`src/rtl/hazard_scoreboard.sv`:
```
// hazard_scoreboard: pipeline hazard unit with operand forwarding, load-use
// and multi-cycle (mul/div) interlocks, and optional performance counters.
// Optional feature macro: HAZ_PERF_CNT_EN enables the StallCnt/FlushCnt
// counters; without it both ports read constant zero.
module hazard_scoreboard #(
  parameter int REG_AW = 5,
  parameter int MD_LAT = 4
) (
  input  logic              clk,
  input  logic              reset,
  input  logic [REG_AW-1:0] Rs1D,
  input  logic [REG_AW-1:0] Rs2D,
  input  logic [REG_AW-1:0] RdD,
  input  logic              RegWriteD,
  input  logic [REG_AW-1:0] Rs1E,
  input  logic [REG_AW-1:0] Rs2E,
  input  logic [REG_AW-1:0] RdE,
  input  logic              ResultSrcE0,
  input  logic              MdStartE,
  input  logic              PCSrcE,
  input  logic [REG_AW-1:0] RdM,
  input  logic [REG_AW-1:0] RdW,
  input  logic              RegWriteM,
  input  logic              RegWriteW,
  output logic [1:0]        ForwardAE,
  output logic [1:0]        ForwardBE,
  output logic              StallF,
  output logic              StallD,
  output logic              StallE,
  output logic              FlushD,
  output logic              FlushE,
  output logic              FlushM,
  output logic              MdBusy,
  output logic              MdDone,
  output logic [REG_AW-1:0] MdRd,
  output logic [31:0]       StallCnt,
  output logic [31:0]       FlushCnt
);

  localparam int CW = $clog2(MD_LAT + 1);

  typedef enum logic [1:0] {
    IDLE = 2'd0,
    BUSY = 2'd1,
    DONE = 2'd2
  } mdState_e;

  mdState_e          state_q, state_d;
  logic [CW-1:0]     cnt_q, cnt_d;
  logic [REG_AW-1:0] mdRd_q, mdRd_d;

  logic              issue;
  logic              pending;
  logic [REG_AW-1:0] pendRd;
  logic              lwStall;
  logic              mdRaw;
  logic              mdStruct;

  // Forwarding select: memory stage has priority over writeback; x0 never forwards
  always_comb begin
    ForwardAE = 2'b00;
    ForwardBE = 2'b00;
    if (Rs1E != '0 && RegWriteM && Rs1E == RdM)      ForwardAE = 2'b10;
    else if (Rs1E != '0 && RegWriteW && Rs1E == RdW) ForwardAE = 2'b01;
    if (Rs2E != '0 && RegWriteM && Rs2E == RdM)      ForwardBE = 2'b10;
    else if (Rs2E != '0 && RegWriteW && Rs2E == RdW) ForwardBE = 2'b01;
  end

  // Hazard detection and the resulting stall/flush controls
  always_comb begin
    issue    = MdStartE && (state_q != BUSY);
    pending  = (state_q != IDLE) || issue;
    pendRd   = issue ? RdE : mdRd_q;
    lwStall  = ResultSrcE0 && (RdE != '0) && ((RdE == Rs1D) || (RdE == Rs2D));
    mdRaw    = pending && (pendRd != '0) &&
               ((Rs1D == pendRd) || (Rs2D == pendRd) || (RegWriteD && (RdD == pendRd)));
    mdStruct = MdStartE && (state_q == BUSY);
    StallE   = mdStruct;
    FlushM   = mdStruct;
    StallF   = lwStall || mdRaw || mdStruct;
    StallD   = StallF;
    FlushE   = (lwStall || mdRaw || PCSrcE) && !mdStruct;
    FlushD   = PCSrcE && !mdStruct;
    MdBusy   = (state_q != IDLE);
    MdDone   = (state_q == DONE);
    MdRd     = mdRd_q;
  end

  // Multi-cycle unit next state: a new issue always restarts the countdown
  always_comb begin
    state_d = state_q;
    cnt_d   = cnt_q;
    mdRd_d  = mdRd_q;
    if (issue) begin
      state_d = BUSY;
      cnt_d   = CW'(MD_LAT - 2);
      mdRd_d  = RdE;
    end else begin
      case (state_q)
        BUSY: begin
          if (cnt_q == '0) state_d = DONE;
          else             cnt_d   = cnt_q - CW'(1);
        end
        DONE:    state_d = IDLE;
        default: state_d = IDLE;
      endcase
    end
  end

  // Multi-cycle unit state registers; reset drops any outstanding op
  always_ff @(posedge clk) begin
    if (reset) begin
      state_q <= IDLE;
      cnt_q   <= '0;
      mdRd_q  <= '0;
    end else begin
      state_q <= state_d;
      cnt_q   <= cnt_d;
      mdRd_q  <= mdRd_d;
    end
  end

`ifdef HAZ_PERF_CNT_EN
  logic [31:0] stallCnt_q;
  logic [31:0] flushCnt_q;

  // Free-running wrap-around counters of front-end stalls and taken branches
  always_ff @(posedge clk) begin
    if (reset) begin
      stallCnt_q <= '0;
      flushCnt_q <= '0;
    end else begin
      if (StallF) stallCnt_q <= stallCnt_q + 32'd1;
      if (PCSrcE) flushCnt_q <= flushCnt_q + 32'd1;
    end
  end

  assign StallCnt = stallCnt_q;
  assign FlushCnt = flushCnt_q;
`else
  assign StallCnt = 32'd0;
  assign FlushCnt = 32'd0;
`endif

endmodule

```
`config.mk`:
```
export PLATFORM = sky130hd
export DESIGN_NAME = hazard_scoreboard
export DESIGN_NICKNAME = d
export VERILOG_FILES = /design/src/rtl/hazard_scoreboard.sv
export SDC_FILE = /design/constraint.sdc
export NUM_CORES = 1
export LEC_CHECK = 0
export CAP_MARGIN = 40
export CORE_ASPECT_RATIO = 0.8
export CORE_MARGIN = 10
export CORE_UTILIZATION = 34
export DETAILED_ROUTE_END_ITERATION = 10
export PLACE_DENSITY = 0.88
export SKIP_CTS_REPAIR_TIMING = 1
export SLEW_MARGIN = 15
export SYNTH_ARGS = -nofsm -noshare
export SYNTH_HDL_FRONTEND = slang
export SYNTH_SLANG_ARGS = --single-unit
```
`constraint.sdc`:
```
create_clock -name clk -period 3.75 [get_ports clk]
set_input_delay 0.9375 -clock clk [delete_from_list [all_inputs] [get_ports clk]]
set_output_delay 0.9375 -clock clk [all_outputs]
set_load 0.02 [all_outputs]
```
# Yosys cells after proc, flatten, opt, wreduce, memory -nomap -nowiden

Index checks and enable logic that the tools add are counted.

Add/sub/neg operators: 1
Equal/unequal tests: 14
Muxes and demuxes: 11
Bitwise logic cells: 2
Reduce and logical (&&, ||, !) cells: 36

Operator list:

| operator            | count |
|---|---|
| $eq 5x5->1          | 9 |
| $reduce_bool 5->1   | 4 |
| $logic_and 1x1->1   | 17 |
| $mux 2              | 5 |
| $logic_or 1x1->1    | 7 |
| $mux 1              | 5 |
| $mux 5              | 1 |
| $reduce_and 2->1    | 2 |
| $reduce_bool 2->1   | 2 |
| $logic_not 3->1     | 1 |
| $ne 3x2->1 const B  | 1 |
| $reduce_or 3->1     | 1 |
| $sub 3x1->3 const B | 1 |
| $eq 2x1->1 const B  | 1 |
| $eq 2x2->1 const B  | 1 |
| $ne 2x1->1 const B  | 1 |
| $ne 2x2->1 const B  | 1 |
| $not 1->1           | 2 |
| $reduce_or 2->1     | 1 |
| $logic_not 1->1     | 1 |

Register bits: 10
Input port bits: 48
Output and inout port bits: 81
Word-level logic and storage cells: 69

# Depth between registers and ports, before layout

Gate-level depths: netlist of the first run.

Depth after elaboration: 10
Depth in mapped cells: 10
Gate-level depth less buffers: 7

# Worst setup path before layout of the first run

Ideal clock, no wire load.

Path kind: input port to output port
From: input port Rs1E[1]
To: output port ForwardAE[0]
Data arrival time: 2.445 ns
Required time: 2.812 ns
Setup slack: 0.368 ns
Stages on the path: 4
Cell sequence: or4_1 > nor2_1 > nor4_1 > nor4_1

Longest elaborated chain between the ends: 5
Elaborated cells between the ends (all ways): 9
Those cells by class: 2 x eq/ne; 2 x mux; 5 x reduce/logical

RTL lines:

| what                            | line   | text |
|---|---|---|
| start, declared                 | 15     | `input logic [REG_AW-1:0] Rs1E,` |
| $reduce_bool 5->1               | 63, 64 |  |
| $logic_and 1x1->1 (2 in series) | 64     | `else if (Rs1E != '0 && RegWriteW && Rs1E == RdW) ForwardAE = 2'b01;` |
| $mux 1                          | 64     |  |
| $mux 2 (*)                      | 63     | `if (Rs1E != '0 && RegWriteM && Rs1E == RdM) ForwardAE = 2'b10;` |
| end, declared                   | 25     | `output logic [1:0] ForwardAE,` |

Every way passes the cells marked *; elsewhere a longest branch is shown, timed or not.

# Final worst setup path of the first run

From: input port Rs2D[0]
To: output port StallD

Longest elaborated chain between the ends: 6
Elaborated cells between the ends (all ways): 9
Those cells by class: 2 x eq/ne; 7 x reduce/logical

RTL lines:

| what                               | line | text |
|---|---|---|
| start, declared                    | 12   | `input logic [REG_AW-1:0] Rs2D,` |
| $eq 5x5->1                         | 76   | `((Rs1D == pendRd) \|\| (Rs2D == pendRd) \|\| (RegWriteD && (RdD == pendRd)));` |
| $logic_or 1x1->1 (2 in series)     | 76   |  |
| $logic_and 1x1->1                  | 75   | `mdRaw = pending && (pendRd != '0) &&` |
| $logic_or 1x1->1 (*) (2 in series) | 80   | `StallF = lwStall \|\| mdRaw \|\| mdStruct;` |
| end, declared                      | 28   | `output logic StallD,` |

Marks and branches as above.

==> flow_summary_export.csv, run 1 <==
group,metric,value,unit
global_route,grt_pass1_wl,7.77,mm
clock_network,clockBufferDepth,2,
pwr,internal_power,0.338,mW
finish,postLayoutCoreUtil,52.6,%
global_route,antenna_found_initial,0,
yosys,synth_cells,213,
worst_setup_path,setup.worst_path.start_class,"input port",
global_route,grt_pass1_vias,1698,
pwr,powerDensity,228,mW/mm2
clock_network,path_clk_slew,0.05,ns
yosys,ys.flop_type,"dfxtp_1",
placed_design,gp_congestion,0.853,
finish,layout.nets,358,
sta,fin_crit_sh,97.6,%
yosys,synth_top_area_share,29.8,%
yosys,synth-seq-area-share,12.0,%
sta,fmax,273,MHz
worst_hold_path,hold_start,"cnt_q[1]",
clock_network,cts_tree,"built",
pwr,clockPowerShare,19.2,%
yosys,ys_types,45,
finish,final_cell_mix,"64 x conb_1, 48 x clkdlybuf4s50_1, 36 x buf_4",
worst_setup_path,crit_fanout,3,
die,die_y,82.6,um
placed_design,port-buffer-count,64,
yosys,synth_top_cells_by_area,"buf_4 30%, xnor2_1 18%, dfxtp_1 12%, xor2_1 5.8%, nor2_1 2.9%",
pwr,pwr-share-comb,59.3,%
finish,layout_commonest_cell,"conb_1",
sta,fin_crit,3.66,ns
clock_network,clockRootBuffer,"clkbuf_8",
clock_network,cts_buffers,3,
sta,skew,0.00575,ns
sta,finalWorstSetupSlack,0.0896,ns
worst_setup_path,worstSetupPathType,"input port to output port",
yosys,synth-seq-cells,10,
pwr,seqPwrFrac,21.5,%
yosys,synth_area_leader_cell,"buf_4",
die,rows,22,
finish,nFillCells,433,
die,ios,129,
die,start_util,35.8,%
clock_network,htree_num_levels,1,
worst_hold_path,hp-class,"flop to flop",
worst_setup_path,reg2reg_from,"state_q[1]",
placed_design,hpwl,4.67,mm
sta,finalSetupViolations,0,
detailed_routing,drt_iter0_drc,39,
global_route,grt_usage,11.5,%
die,core_area,0.00465,mm2
yosys,synth_area,0.00166,mm2
detailed_routing,wirelength,5.37,mm
finish,area_delta_synth_final,46.9,%
placed_design,place_ws,-0.749,ns
pwr,netSwitchingPower,0.221,mW
detailed_routing,drc,0,
global_route,grt_remaining_overflow,0,
die,die_w,98.2,um
pwr,swShare,39.5,%
sta,hold_ws,0.480,ns
finish,num_antenna_cells,0,
detailed_routing,wl_per_cell,14.6,um
die,dieArea,0.00811,mm2
outcome,status,"complete, no violations",
sta,fin_setup_tns,0,ns
detailed_routing,firstDrtPassIters,4,
worst_setup_path,cp-startpoint,"Rs2D[0]",
yosys,yosysWarnings,0,
sta,drv_slew,0,
detailed_routing,vias_per_cell,4.30,
worst_setup_path,end_kind,"output port",
detailed_routing,vias,1579,
detailed_routing,ant_nets,0,
clock_network,worstSkewPairLatency,0.23,ns
sta,hold_viol,0,
finish,drive_above_1_share,17.9,%
pwr,leakagePower,1.19,nW
yosys,ys_async_sr_fraction,0,%
yosys,avgSynthCellArea,7.81,um2
worst_setup_path,cp.arrival,2.72,ns
worst_setup_path,required,2.81,ns
pwr,ir_drop,127,uV
pwr,power,0.558,mW
yosys,synth_edf_count,0,
job,drv_cap,0,
global_route,grt_start_max_net_pins,11,
clock_network,cts_sinks,10,
-- kinds of logic after synthesis --
group,count (synthesis),synth area share (%)
multiplexers,3,2.78
buffers and inverters,77,33.7
flip-flops,10,12.0
AND/OR/NAND/NOR,53,17.1
adder cells (fa/ha/maj),1,0.752
other,1,0.225
AO/OA/AOI/OAI,23,9.70
XOR/XNOR,45,23.7
-- sequential cells by signal, indices dropped and copies added (netlist names) --
| signal | flops |
|---|---|
| MdRd | 5 |
| cnt_q | 3 |
| state_q | 2 |
-- power groups by stage --
stage / clock network [mW] / registers (mW) / logic (mW)
final: 0.107 / 0.120 / 0.331
after global routing: 0.115 / 0.121 / 0.355
after CTS: 0.110 / 0.120 / 0.319
after detailed placement: 0 / 0.121 / 0.318
after global placement: 0 / 0.121 / 0.311
after floorplan: 0 / 0.124 / 0.233
-- path summary, 6_finish.rpt --
| kind | to | slack [ns] | cells after the start |
|---|---|---|---|
| setup reg to reg | MdRd[1] | 2.18 | 6 |
| hold / removal | cnt_q[1] | 0.48 | 2 |
| hold reg to reg | cnt_q[1] | 0.48 | 2 |
| setup / recovery | StallD | 0.09 | 9 |
-- worst max-delay path, cell delays in order --
cell	delay [ns]
clkdlybuf4s50_1	0.45
xnor2_1	0.15
nand2_1	0.09
o22ai_1	0.08
and3_4	0.18
or2_1	0.21
o32a_1	0.36
buf_4	0.14
buf_6	0.12
-- layer usage --
layer	GRT usage (%)	up-vias	wire length [um]
met5	0	-	0
met4	2.57	0	42
met3	6.22	6	620
met2	22.5	78	2930
met1	10.4	726	1780
li1	-	769	-
-- cell type report --
type	count	area [um2]	share of cell area, %
multi-input combinational	189	1170	48.1
timing repair buffer	100	935	38.2
sequential	10	200	8.19
tap	60	75.1	3.07
clock buffer	3	41.3	1.69
inverter	5	18.8	0.768
-- through the flow --
| stage | instance area, um2 | std cells |
|---|---|---|
| floorplan | 1900 | 276 |
| CTS | 2370 | 365 |
| finish | 2440 | 367 |
| detailed placement | 2330 | 362 |
| global placement | 2330 | 362 |
| global route | 2440 | 367 |
-- Yosys cell counts, types with 2 or more instances --
library cell and count:
buf_4 66, xnor2_1 34, nor2_1 13, xor2_1 11, dfxtp_1 10, nand2_1 7, a21oi_1 5, inv_1 5
nor3_1 5, nor4_1 5, clkbuf_1 4, nand4_1 4, nand2b_1 3, nand3_1 3, o22ai_1 3, or4_1 3
a21oi_2 2, o21ai_0 2, or2_2 2
(Power assumes the default switching activity.)
==> run 2, diff against run 1 <==
--- a/config.mk
+++ b/config.mk
@@ -10,6 +10,7 @@
 export CORE_MARGIN = 10
 export CORE_UTILIZATION = 34
 export DETAILED_ROUTE_END_ITERATION = 10
+export MAX_ROUTING_LAYER = met4
 export PLACE_DENSITY = 0.88
 export SKIP_CTS_REPAIR_TIMING = 1
 export SLEW_MARGIN = 15
==> constraint.sdc (replaced) <==
create_clock -name clk -period 3.75 [get_ports clk]
set_input_delay 0.9375 -clock clk [delete_from_list [all_inputs] [get_ports clk]]
set_output_delay 0.9375 -clock clk [all_outputs]
set_load 0.05 [all_outputs]
==> run 2 against run 1 <==
  * Via count decreased by 3.0%
  * Global-route usage is 0.26 points higher
  * Sequential cell count is the same
  * Clock power is 24% higher
  * Utilization fell by 0.11 points
  * Power grew 27%
  * Wire length rose by 4.0%
  * Largest cell class unchanged
  * Combinational power is 37% higher
  * Final area fell by 0.20%
  * Setup slack got worse by 0.019 ns
  * Fmax down 0.52%
  * Non-clock buffer count decreased by 15
==> flow_summary_export.csv, run 2 (synthesis results as in run 1) <==
group,metric,value,unit
detailed_routing,wl_per_cell,15.8,um
global_route,grt_start_max_net_pins,11,
pwr,leakagePower,1.07,nW
die,start_util,35.8,%
worst_setup_path,setup.worst_path.start_class,"input port",
sta,finalWorstSetupSlack,0.0705,ns
sta,fin_crit,3.68,ns
clock_network,cts_tree,"built",
detailed_routing,drc,0,
worst_setup_path,crit_fanout,3,
detailed_routing,vias,1532,
die,core_area,0.00465,mm2
worst_hold_path,hp-class,"flop to flop",
finish,final_cell_mix,"64 x conb_1, 46 x clkdlybuf4s50_1, 34 x xnor2_1",
worst_setup_path,end_kind,"output port",
clock_network,htree_num_levels,1,
finish,largest_reg_flops,5,
finish,num_antenna_cells,0,
worst_setup_path,required,2.81,ns
pwr,swShare,48.3,%
die,die_w,98.2,um
worst_setup_path,cpPeakStageDelay,0.47,ns
finish,area_delta_synth_final,46.6,%
global_route,grt_remaining_overflow,0,
sta,hold_viol,0,
worst_setup_path,worstSetupPathType,"input port to output port",
pwr,netSwitchingPower,0.343,mW
placed_design,gp_congestion,0.887,
sta,worst_pin_slew,0.533,ns
pwr,ir_drop,158,uV
placed_design,hpwl,4.64,mm
sta,skew,0.00256,ns
clock_network,worstSkewPairLatency,0.23,ns
job,drv_cap,0,
finish,drive_above_1_share,18.1,%
detailed_routing,vias_per_cell,4.34,
detailed_routing,drt_iter0_drc,79,
placed_design,place_ws,-0.300,ns
global_route,grt_usage,11.7,%
clock_network,clockBufferDepth,2,
sta,fmax,272,MHz
global_route,grt_pass1_vias,1572,
clock_network,cts_sinks,10,
clock_network,cts_buffers,3,
pwr,clockPowerShare,18.8,%
finish,nFillCells,430,
pwr,pwr-share-comb,64.2,%
worst_setup_path,crit_chain,"clkdlybuf4s50_1 -> xnor2_1 -> nand3_1 -> o22ai_2 -> and3_4 -> or2_1 -> o32a_1 -> buf_12",
sta,drv_slew,0,
outcome,status,"complete, no violations",
sta,fin_crit_sh,98.1,%
worst_setup_path,cp.arrival,2.74,ns
clock_network,clockRootBuffer,"clkbuf_8",
sta,finalSetupViolations,0,
pwr,powerDensity,291,mW/mm2
finish,layout.nets,343,
global_route,grt_pass1_wl,7.76,mm
detailed_routing,firstDrtPassIters,4,
sta,hold_ws,0.486,ns
pwr,internal_power,0.366,mW
die,dieArea,0.00811,mm2
sta,rsz0062_at_grt,"yes",
die,rows,22,
pwr,seqPwrFrac,17.0,%
sta,relSlewSlack,64.3,%
clock_network,path_clk_slew,0.05,ns
detailed_routing,wirelength,5.59,mm
placed_design,port-buffer-count,64,
worst_setup_path,critPathSlowestCell,"clkdlybuf4s50_1",
detailed_routing,ant_nets,0,
global_route,antenna_found_initial,0,
finish,layout_commonest_cell,"conb_1",
die,die_y,82.6,um
die,ios,129,
[run 2: changes by cell type in the layout (fill, tap and decap cells not counted), sizes merged]
cell	delta
dlymetal6s2s	-6
buf	-5
clkdlybuf4s50	-2
clkbuf	-1
[run 2: per-layer routing]
layer,vias to the layer above,GRT usage [%],part of all wire [%]
met2,65,22.2,56
met1,722,12.0,37
li1,743,-,-
met3,2,4.32,7.1
met5,-,-,0
met4,0,0.714,0.072
[run 2: power by group through the flow]
| stage | Sequential [mW] | Combinational, mW | Clock, mW |
|---|---|---|---|
| finish | 0.120 | 0.455 | 0.133 |
| global route | 0.121 | 0.481 | 0.141 |
| CTS | 0.119 | 0.434 | 0.136 |
| detailed placement | 0.121 | 0.432 | 0 |
| global placement | 0.121 | 0.428 | 0 |
| floorplan | 0.132 | 0.340 | 0 |
[run 2: cell type report]
type | instances | area (um2) | share of cell area [%]
well taps | 60 | 75.1 | 3.08
clock buffers | 4 | 55.1 | 2.26
inverters | 5 | 18.8 | 0.769
repair buffers | 85 | 883 | 36.2
flip-flops and latches | 10 | 200 | 8.21
multi-input cells | 189 | 1210 | 49.5
[run 2: per-stage QoR]
stage          util (%)  TNS (ns)  instance area, um2  power [mW]  std cells
3_3_place_gp       49.1    -0.569                2280       0.549        344
6_report           52.4         0                2440       0.709        353
4_1_cts            50.2    -0.844                2340       0.689        348
3_5_place_dp       49.1    -0.773                2280       0.554        344
5_1_grt            52.4    -0.222                2440       0.742        353
2_1_floorplan         -         0                1930       0.472        276
[run 2: worst paths after layout]
path,start,endpoint,slack [ns],cells past startpoint
worst max register to register,state_q[1],cnt_q[2],2.17,5
worst max-delay path,Rs1D[0],StallD,0.07,8
worst min-delay path,cnt_q[1],cnt_q[1],0.49,2
worst min register to register,cnt_q[1],cnt_q[1],0.49,2
[run 2: worst max-delay path, delay by kind of cell]
family                    cells  cell delay (ns)
buffers and inverters         2             0.66
xor gates and xnor gates      1             0.15
AOI/OAI and AO/OA             2             0.51
and+or+nand+nor               3             0.48
==> run 3, diff against run 2 <==
--- a/config.mk
+++ b/config.mk
@@ -5,13 +5,12 @@
 export SDC_FILE = /design/constraint.sdc
 export NUM_CORES = 1
 export LEC_CHECK = 0
-export CAP_MARGIN = 40
 export CORE_ASPECT_RATIO = 0.8
-export CORE_MARGIN = 10
+export CORE_MARGIN = 2
 export CORE_UTILIZATION = 34
 export DETAILED_ROUTE_END_ITERATION = 10
 export MAX_ROUTING_LAYER = met4
-export PLACE_DENSITY = 0.88
+export PLACE_DENSITY = 0.92
 export SKIP_CTS_REPAIR_TIMING = 1
 export SLEW_MARGIN = 15
 export SYNTH_ARGS = -nofsm -noshare
==> run 3 against run 2 <==
  * Die area shrank 33%
  * Setup slack got worse by 0.040 ns
  * Final area decreased by 4.2%
  * Sequential power about the same
  * Sequential cell count unchanged
  * Non-clock buffer count shrank 4
  * Critical path type unchanged
  * Highest routed layer unchanged
==> flow_summary_export.csv, run 3 (synthesis results as in run 1) <==
group,metric,value,unit
outcome,status,"complete, no violations",
finish,multi_input_area,0.00118,mm2
pwr,powerDensity,295,mW/mm2
placed_design,port-buffer-count,64,
pwr,seqPwrFrac,17.4,%
die,ios,129,
sta,hold_viol,0,
finish,layout.nets,339,
die,core_area,0.00465,mm2
finish,regArea,200,um2
detailed_routing,wl_per_cell,12.7,um
sta,fin_crit,3.72,ns
detailed_routing,drt_iter0_drc,106,
global_route,grt_pass1_wl,6.22,mm
pwr,clockPowerShare,20.2,%
pwr,power,0.690,mW
die,die_y,66.6,um
placed_design,place_area,0.00224,mm2
pwr,pwr-share-comb,62.5,%
sta,fin_setup_tns,0,ns
worst_setup_path,end_kind,"output port",
finish,fin_area,0.00234,mm2
sta,hold_ws,0.484,ns
die,dieArea,0.00547,mm2
global_route,antenna_found_initial,0,
die,start_util,35.8,%
global_route,grt_start_max_net_pins,11,
die,rows,22,
pwr,leakagePower,1.06,nW
clock_network,path_clk_slew,0.05,ns
global_route,grt_remaining_overflow,0,
sta,finalSetupViolations,0,
finish,final_cell_mix,"64 x conb_1, 45 x clkdlybuf4s50_1, 34 x xnor2_1",
worst_setup_path,setup.worst_path.start_class,"input port",
placed_design,gp_congestion,0.927,
worst_setup_path,required,2.81,ns
pwr,ir_drop,160,uV
pwr,internal_power,0.351,mW
detailed_routing,wl_met2,2.35,mm
detailed_routing,dr.max_layer_used,"met4",
sta,skew,0.00643,ns
worst_hold_path,hp-class,"flop to flop",
detailed_routing,vias_per_cell,4.31,
sta,relSlewSlack,65.4,%
detailed_routing,firstDrtPassIters,4,
finish,area_delta_synth_final,40.5,%
detailed_routing,drc,0,
finish,largest_reg_flops,5,
clock_network,cts_buffers,3,
finish,postLayoutCoreUtil,50.3,%
detailed_routing,met3_length,338,um
finish,instances_no_fill,349,
clock_network,cts_tree,"built",
detailed_routing,vias,1503,
finish,layout_commonest_cell,"conb_1",
sta,finalWorstSetupSlack,0.0307,ns
global_route,grt_usage,15.4,%
finish,nFillCells,442,
global_route,grt_pass1_vias,1403,
die,die_w,82.2,um
sta,worst_pin_slew,0.518,ns
clock_network,worstSkewPairLatency,0.24,ns
clock_network,htree_num_levels,1,
job,drv_cap,0,
finish,drive_above_1_share,15.9,%
detailed_routing,wirelength,4.45,mm
worst_setup_path,cp.arrival,2.78,ns
finish,num_antenna_cells,0,
placed_design,hpwl,3.77,mm
clock_network,clockRootBuffer,"clkbuf_8",
clock_network,cts_sinks,10,
sta,drv_slew,0,
sta,fmax,269,MHz
worst_setup_path,worstSetupPathType,"input port to output port",
detailed_routing,ant_nets,0,
detailed_routing,drt-met1-wl,1.72,mm
sta,fin_crit_sh,99.2,%
pwr,swShare,49.1,%
placed_design,place_ws,-0.281,ns
placed_design,dp_cells,345,
worst_setup_path,crit_fanout,3,
clock_network,clockBufferDepth,2,
pwr,netSwitchingPower,0.338,mW
-- run 3: cell type report --
type                       count  share of cell area [%]
clock buffer                   4                    2.35
inverter                       5                   0.803
multi-input combinational    189                    50.4
sequential                    10                    8.56
tap                           60                    3.21
timing repair buffer          81                    34.7
-- run 3: critical path: stages --
cell and delay (ns):
clkdlybuf4s50_1 0.52, xnor2_1 0.15, nand3_1 0.13, o22ai_2 0.23, and3_1 0.22, a211o_1 0.13
o21a_1 0.12, o31a_1 0.19, buf_12 0.15
-- run 3: per-layer routing --
layer  GRT usage, %  vias to the layer above
li1               -                      729
met1           18.2                      692
met2           26.8                       76
met3           3.52                        6
met4           2.71                        0
met5              -                        -
-- run 3: final timing paths --
path	startpoint	to	slack (ns)	depth (start not counted)
setup / recovery	Rs2D[4]	FlushE	0.03	9
hold / removal	cnt_q[1]	cnt_q[1]	0.48	2
hold reg to reg	cnt_q[1]	cnt_q[1]	0.48	2
setup reg to reg	state_q[1]	MdRd[2]	2.19	5
-- run 3: power by group through the flow --
stage          registers [mW]  clock network (mW)  logic (mW)
6_report                0.120               0.139       0.431
5_1_grt                 0.120               0.150       0.454
4_1_cts                 0.119               0.143       0.423
3_5_place_dp            0.121                   0       0.423
3_3_place_gp            0.121                   0       0.417
2_1_floorplan           0.132                   0       0.340
